$ cat src/rtl/spi_mem_responder.sv
// SPI mode-0 memory target (READ 0x03 / WRITE 0x02, 24-bit address) backed by a byte array.
// Optional FAST READ 0x0B with 8 dummy clocks is enabled by defining SPI_MEM_RESP_FAST_READ_EN.
`timescale 1ns/1ps
module spi_mem_responder #(
   parameter int DEPTH_LOG2  = 6,
   parameter int SYNC_STAGES = 2
) (
   input  logic                  clk_in,
   input  logic                  reset_n_in,
   input  logic                  sclk_in,
   input  logic                  cs_n_in,
   input  logic                  mosi_in,
   output logic                  miso_out,
   output logic                  miso_oe_out,
   output logic                  access_done_out,
   input  logic [DEPTH_LOG2-1:0] dbg_addr_in,
   output logic [7:0]            dbg_data_out
);
   localparam int DEPTH = 1 << DEPTH_LOG2;

   typedef enum logic [2:0] {IDLE, CMD, ADDR, DUMMY, RD, WR, IGNORE} state_t;
   state_t state, state_nxt;

   logic [SYNC_STAGES-1:0] sclk_sync, cs_sync, mosi_sync;
   logic                   sclk_prev, sclk_s, cs_s, mosi_s, rise, fall;
   logic [7:0]             mem [DEPTH];
   logic [6:0]             shift_in;
   logic [7:0]             shift_out, byte_in;
   logic [4:0]             bit_cnt;
   logic [DEPTH_LOG2-1:0]  ptr, addr_nxt;
   logic                   is_write, is_fast, byte_done, miso_q, byte_last, addr_last;

   assign sclk_s    = sclk_sync[SYNC_STAGES-1];
   assign cs_s      = cs_sync[SYNC_STAGES-1];
   assign mosi_s    = mosi_sync[SYNC_STAGES-1];
   assign rise      = sclk_s & ~sclk_prev;
   assign fall      = ~sclk_s & sclk_prev;
   assign byte_in   = {shift_in, mosi_s};
   assign addr_nxt  = {ptr[DEPTH_LOG2-2:0], mosi_s};
   assign byte_last = rise && (bit_cnt == 5'd7);
   assign addr_last = rise && (bit_cnt == 5'd23);

   assign miso_out     = miso_q & (state == RD);
   assign miso_oe_out  = ~cs_s & ((state == RD) || (state == DUMMY));
   assign dbg_data_out = mem[dbg_addr_in];

   always_ff @(posedge clk_in or negedge reset_n_in) begin
      if (!reset_n_in) begin
         sclk_sync <= '0;
         cs_sync   <= '1;
         mosi_sync <= '0;
         sclk_prev <= 1'b0;
      end else begin
         sclk_sync <= {sclk_sync[SYNC_STAGES-2:0], sclk_in};
         cs_sync   <= {cs_sync[SYNC_STAGES-2:0], cs_n_in};
         mosi_sync <= {mosi_sync[SYNC_STAGES-2:0], mosi_in};
         sclk_prev <= sclk_s;
      end
   end

   always_ff @(posedge clk_in or negedge reset_n_in) begin
      if (!reset_n_in) state <= IDLE;
      else             state <= state_nxt;
   end

   always_comb begin
      state_nxt = state;
      if (cs_s) begin
         state_nxt = IDLE;
      end else begin
         case (state)
            IDLE: state_nxt = CMD;
            CMD: if (byte_last) begin
               if (byte_in == 8'h03 || byte_in == 8'h02) state_nxt = ADDR;
`ifdef SPI_MEM_RESP_FAST_READ_EN
               else if (byte_in == 8'h0B) state_nxt = ADDR;
`endif
               else state_nxt = IGNORE;
            end
            ADDR:    if (addr_last) state_nxt = is_write ? WR : (is_fast ? DUMMY : RD);
            DUMMY:   if (byte_last) state_nxt = RD;
            default: state_nxt = state;
         endcase
      end
   end

   always_ff @(posedge clk_in or negedge reset_n_in) begin
      if (!reset_n_in) begin
         for (int i = 0; i < DEPTH; i++) mem[i] <= '0;
         shift_in        <= '0;
         shift_out       <= '0;
         bit_cnt         <= '0;
         ptr             <= '0;
         is_write        <= 1'b0;
         is_fast         <= 1'b0;
         byte_done       <= 1'b0;
         miso_q          <= 1'b0;
         access_done_out <= 1'b0;
      end else begin
         access_done_out <= 1'b0;
         if (cs_s) begin
            // Deselect drops any partial byte; report only whole bytes moved.
            if (state != IDLE) access_done_out <= byte_done;
            byte_done <= 1'b0;
            bit_cnt   <= '0;
         end else begin
            case (state)
               IDLE: begin
                  bit_cnt <= '0;
                  miso_q  <= 1'b0;
               end
               CMD: if (rise) begin
                  shift_in <= byte_in[6:0];
                  bit_cnt  <= bit_cnt + 5'd1;
                  if (bit_cnt == 5'd7) begin
                     bit_cnt  <= '0;
                     is_write <= (byte_in == 8'h02);
`ifdef SPI_MEM_RESP_FAST_READ_EN
                     is_fast  <= (byte_in == 8'h0B);
`else
                     is_fast  <= 1'b0;
`endif
                  end
               end
               ADDR: if (rise) begin
                  ptr     <= addr_nxt;
                  bit_cnt <= bit_cnt + 5'd1;
                  if (bit_cnt == 5'd23) begin
                     bit_cnt <= '0;
                     if (!is_write && !is_fast) begin
                        shift_out <= mem[addr_nxt];
                        ptr       <= addr_nxt + DEPTH_LOG2'(1);
                     end
                  end
               end
               DUMMY: if (rise) begin
                  bit_cnt <= bit_cnt + 5'd1;
                  if (bit_cnt == 5'd7) begin
                     bit_cnt   <= '0;
                     shift_out <= mem[ptr];
                     ptr       <= ptr + DEPTH_LOG2'(1);
                  end
               end
               RD: begin
                  if (fall) begin
                     miso_q    <= shift_out[7];
                     shift_out <= {shift_out[6:0], 1'b0};
                  end
                  if (rise) begin
                     bit_cnt <= bit_cnt + 5'd1;
                     if (bit_cnt == 5'd7) begin
                        bit_cnt   <= '0;
                        shift_out <= mem[ptr];
                        ptr       <= ptr + DEPTH_LOG2'(1);
                        byte_done <= 1'b1;
                     end
                  end
               end
               WR: if (rise) begin
                  shift_in <= byte_in[6:0];
                  bit_cnt  <= bit_cnt + 5'd1;
                  if (bit_cnt == 5'd7) begin
                     bit_cnt   <= '0;
                     mem[ptr]  <= byte_in;
                     ptr       <= ptr + DEPTH_LOG2'(1);
                     byte_done <= 1'b1;
                  end
               end
               default: ;
            endcase
         end
      end
   end
endmodule

$ cat config.mk
export PLATFORM = sky130hd
export DESIGN_NAME = spi_mem_responder
export DESIGN_NICKNAME = d
export VERILOG_FILES = /design/src/rtl/spi_mem_responder.sv
export SDC_FILE = /design/constraint.sdc
export NUM_CORES = 1
export LEC_CHECK = 0
export BUFFER_PORTS_ARGS = -buffer_cell sky130_fd_sc_hd__clkbuf_2
export CAP_MARGIN = 20
export CORE_UTILIZATION = 50
export DETAILED_ROUTE_END_ITERATION = 16
export PLACE_DENSITY = 0.65
export SYNTH_ARGS = -nofsm -noshare
export SYNTH_HDL_FRONTEND = slang
export SYNTH_SLANG_ARGS = --single-unit
export TNS_END_PERCENT = 50
$ cat constraint.sdc
create_clock -name clk_in -period 6.2 [get_ports clk_in]
set_input_delay 0.93 -clock clk_in [delete_from_list [all_inputs] [get_ports clk_in]]
set_output_delay 0.93 -clock clk_in [all_outputs]
set_load 0.02 [all_outputs]
# Word-level counts from Yosys, hierarchy flattened
# Index checks and enable logic that the tools add are counted.
# word_totals
inputBits	11
reg_bits	552
wordCells	193
# classes
n_reduce_logical	29
order_cmp	4
add_sub_neg	3
n_eq_ne	22
bitwise_logic	10
muxes	48
# ops
operator	n
512-bit bitwise mux	1
8-bit binary-select mux with 6-bit select	3
8-bit 2-to-1 mux	15
8-bit demux with 6-bit select	1
6-bit 2-to-1 mux	5
5-bit 2-to-1 mux	5
8-bit one-hot mux with 3 select lines	1
7-bit greater-or-equal comparator, second input constant	3
6-bit NOT with 7-bit output	3
8-bit by 2-bit equality test with 1-bit output, second input constant	2
3-bit 2-to-1 mux	5
5-bit one-hot mux with 3 select lines	1
6-bit by 1-bit adder with 6-bit output, second input constant	2
3-bit != test, second input constant	4
3-bit one-hot mux with 4 select lines	1
6-bit one-hot mux with 2 select lines	1
3-bit AND reduction	4
4-bit AND reduction	3
2-bit != test, second input constant	5
2-bit nonzero test	5
1-bit 2-to-1 mux	8
7-bit by 1-bit less-than comparator with 1-bit output, second input constant	1
7-bit AND reduction	1
3-bit by 2-bit equality test with 1-bit output, second input constant	2
21 further kinds	34

# Longest topological paths before layout
# logic_depth
depth_word	8
mapped_depth	11
mapped_depth_nobuf	8

# Least setup slack after synthesis
# OpenSTA, ideal clock, no wires.
# synth_path
path_kind	input port to output port
start	input port dbg_addr_in[0]
end	output port dbg_data_out[0]
t_required_ns	5.270
cell_stages	5
arrival_time_ns	3.298
path_buffers	2
slack_ns	1.972
path_cell_list	buf_2 -> buf_1 -> mux4_2 -> mux4_2 -> mux4_2
# synth_between
elab_chain_len	4
# synth_lines
element	line	source
from (decl)	16	input logic [DEPTH_LOG2-1:0] dbg_addr_in,
6-bit NOT with 7-bit output (implied by the code)	45	assign dbg_data_out = mem[dbg_addr_in];
8-bit binary-select mux with 6-bit select	45	
8-bit 2-to-1 mux (implied by the code) (2 in series)	45	
to (decl)	17	output logic [7:0] dbg_data_out
# No other way between the ends. The select of a mux whose other input is x is not followed.

# Final worst setup path
# Same ends and word-level chain as after synthesis.

==> flow_summary_export.csv <==
group,metric,value,unit
place,gp_congestion,0.9985,
place,io_buffers,21,
worst_setup_path,cp.arrival,3750,ps
synthesis,yosys_warnings,0,
worst_setup_path,slowest_stage,"mux4_2",
sta,finalSetupTns,0,ps
place,place.detailed.hpwl,78.66,mm
sta,whs,318.5,ps
synthesis,synthCells,2415,
worst_setup_path,critPathCapture,"dbg_data_out[0]",
clocking,clkLatencyLatePin,650,ps
power,p_leak,16.00,nW
synthesis,synth.top_cell.area_share,40.43,%
final_layout,fillerInstances,5466,
final_layout,layout.nets,2369,
synthesis,async_flop_share,100.0,%
clocking,cts_resized,0,
worst_setup_path,cpPeakStageDelay,590,ps
sta,slew_violations,0,
detailed_routing,dr_total_vias,24080,
place,place_ws,1516,ps
floorplanning,fp.dieArea,69130,µm²
detailed_routing,drc,0,
synthesis,synth_cell_types,74,
grt,grt_usage,34.96,%
floorplanning,die_w,262.9,µm
synthesis,syn-num-nets,2429,
synthesis,synth.area.top_cells,"dfrtp_1 (40%), mux4_2 (23%), mux2_2 (18%)",
sta,worstMarginPinSlew,1201,ps
worst_setup_path,path_cells,"buf_8, buf_4, mux4_2, mux4_2, mux4_2, clkbuf_2",
clocking,path_clk_slew,60,ps
synthesis,ys.flop_type,"dfrtp_1",
sta,fin_crit,4682,ps
worst_setup_path,reg2reg_slack,2110,ps
sta,setup_violations,0,
synthesis,synth-seq-cells,552,
synthesis,ys_seq_area_share,40.59,%
grt,overflow,0,
floorplanning,io_pins,22,
grt,grt_pass1_wl,175.9,mm
grt,grt_max_degree,188,
sta,setup_slack,1518,ps
clocking,holdBufCountCts,0,
clocking,clock_path_buffers,3,
detailed_routing,wl,118.6,mm
clocking,cts_setup_buffers,0,
worst_setup_path,reg2reg_from,"ptr[1]",
detailed_routing,avgRoutedWirePerCell,36.21,µm
sta,hold_viol_final,0,
sta,slew_headroom,19.95,%
final_layout,seq_area,13840,µm²
synthesis,synth_top_area_cell,"dfrtp_1",
worst_setup_path,worstSetupPathType,"input pin to output pin",
sta,final.setup_skew,20.72,ps
run,max-cap-violations,0,
detailed_routing,drtIter0Drc,3024,
clocking,cts_tree,"yes",
synthesis,synth_edf_count,0,
detailed_routing,dr.pass1.iters,6,
worst_setup_path,crit_fanout,44,
synthesis,syn_avg_cell_area,14.10,µm²
synthesis,syn_area,34040,µm²
floorplanning,rows,95,
detailed_routing,via_per_inst,7.350,
run_status,status,"finished, final reports clean",
floorplanning,core_area,67280,µm²
final_layout,multiInputGateArea,19310,µm²
clocking,cts.root.buffer_cell,"clkbuf_16",
detailed_routing,drtAntennaViolNets,0,
worst_setup_path,worstSetupEndpointType,"output pin",
worst_setup_path,path_depth,6,
worst_setup_path,cpMostUsedCell,"mux4_2",
power,powerDensity,219.7,nW/µm²
worst_setup_path,critPathLaunch,"dbg_addr_in[0]",
worst_setup_path,startpoint_type,"input pin",
worst_setup_path,required,5270,ps
clocking,cts_sinks,552,
floorplanning,fp.dieH,262.9,µm
floorplanning,initial_utilization,50.60,%
worst_setup_path,crit_family,"multiplexers",
sta,grt_setup_unrepaired,"no",
worst_setup_path,reg2reg_to,"shift_out[1]",
sta,clock.fmax,0.2136,GHz
final_layout,drive_above_1_share,48.42,%
final_layout,syn_to_final_growth,9.178,%
clocking,htreeDepth,2,
clocking,cts_buffers,60,
worst_hold_path,hold_path.class,"input pin to async pin",
worst_setup_path,worstRegToRegCells,8,
worst_setup_path,path_buf_inv,3,
grt,antenna_found_initial,3,
power,ir_drop,285.4,µV
grt,grt_pass1_vias,24280,
sta,period_share,75.51,%
## power breakdown
group	internal (mW)	total (mW)	switching, mW
Sequential	3.63	3.68	0.0491
Clock	2.35	3.91	1.56
Combinational	0.143	0.578	0.434
## placed cells by master (no fill, tap or decap), types with 5 or more instances in the layout
| cell type | count |
|---|---|
| a211oi_1 | 17 |
| nand2b_1 | 11 |
| dfrtp_1 | 539 |
| o21ai_0 | 40 |
| mux4_2 | 342 |
| buf_12 | 8 |
| a21oi_1 | 42 |
| nor2_1 | 47 |
| nand4_1 | 8 |
| bufinv_16 | 10 |
| o211ai_1 | 11 |
| nor3b_1 | 6 |
| dfrtp_2 | 7 |
| or3_1 | 5 |
| mux2_2 | 533 |
| clkbuf_16 | 61 |
| nor3_1 | 26 |
| nor2_8 | 16 |
| inv_1 | 5 |
| nor2b_1 | 9 |
| clkbuf_2 | 17 |
| o22ai_1 | 30 |
| clkbuf_8 | 12 |
| a32oi_1 | 10 |
| clkinv_2 | 6 |
| clkbuf_1 | 11 |
| a22oi_1 | 51 |
| nand2_2 | 6 |
| a31oi_1 | 15 |
| a22o_1 | 8 |
| and2_1 | 7 |
| nand2_1 | 53 |
| o221ai_1 | 8 |
| mux2i_1 | 157 |
| nor2_2 | 49 |
| nand3_1 | 39 |
| buf_4 | 62 |
| a221oi_1 | 14 |
## how the worst min path moves through the flow
stage | startpoint | end | cells past startpoint
5_1_grt | cs_n_in | cs_sync[0] | 1
2_1_floorplan | mosi_sync[0] | mosi_sync[1] | 0
4_1_cts | cs_n_in | cs_sync[0] | 1
6_report | reset_n_in | mem[253] | 1
3_3_place_gp | mosi_sync[0] | mosi_sync[1] | 0
3_5_place_dp | mosi_sync[0] | mosi_sync[1] | 0
## per-layer routing
layer / part of all wire [%] / up-vias / GRT usage, % / routed length, µm
met1: 39 / 12880 / 48.03 / 46420
met5: 0.011 / - / 1.109 / 13
li1: - / 9474 / - / -
met4: 4.3 / 2 / 13.77 / 5125
met2: 45 / 1454 / 52.26 / 53660
met3: 11 / 273 / 10.32 / 13400
## layout make-up
| class | count | area share (%) |
|---|---|---|
| diodes | 3 | 0.02020 |
| clock buffers | 84 | 4.663 |
| clock inverters | 23 | 1.040 |
| inverters | 7 | 0.07070 |
| multi-input cells | 1641 | 51.95 |
| flip-flops and latches | 552 | 37.24 |
| well taps | 873 | 2.939 |
| repair buffers | 93 | 2.077 |
## cells in the mapped netlist, types with 30 or more instances
library cell	instances
dfrtp_1	550
mux2_2	533
mux4_2	342
mux2i_1	157
clkbuf_1	111
buf_2	60
nand2_1	53
a22oi_1	51
nor2_1	48
nor2_2	48
a21oi_1	42
o21ai_0	40
nand3_1	39
buf_1	38
o22ai_1	30
## through the flow
stage / cell area (µm²) / total power, mW / util (%) / instances
2_1_floorplan: 34040 / 4.058 / - / 2415
3_3_place_gp: 35000 / 4.284 / 52.03 / 3163
3_5_place_dp: 35000 / 4.301 / 52.03 / 3163
4_1_cts: 37120 / 8.185 / 55.18 / 3270
5_1_grt: 37160 / 8.396 / 55.23 / 3274
6_report: 37160 / 8.167 / 55.24 / 3276
## sequential cells by signal (all words and copies together), names as in the netlist, 2 cells and up
register / flops
bit_cnt: 5
cs_sync: 2
mem: 512
mosi_sync: 2
ptr: 6
sclk_sync: 2
shift_in: 7
shift_out: 8
state: 3
## cell families after synthesis
group | after synthesis | share of synthesized area, %
AOI/OAI and AO/OA | 289 | 5.918
xor gates and xnor gates | 6 | 0.1544
adders and majority gates | 3 | 0.1103
buffers and inverters | 222 | 2.746
DFF | 552 | 40.59
muxes | 1033 | 44.91
and+or+nand+nor | 310 | 5.576
Power figures use the tool's default switching activity.
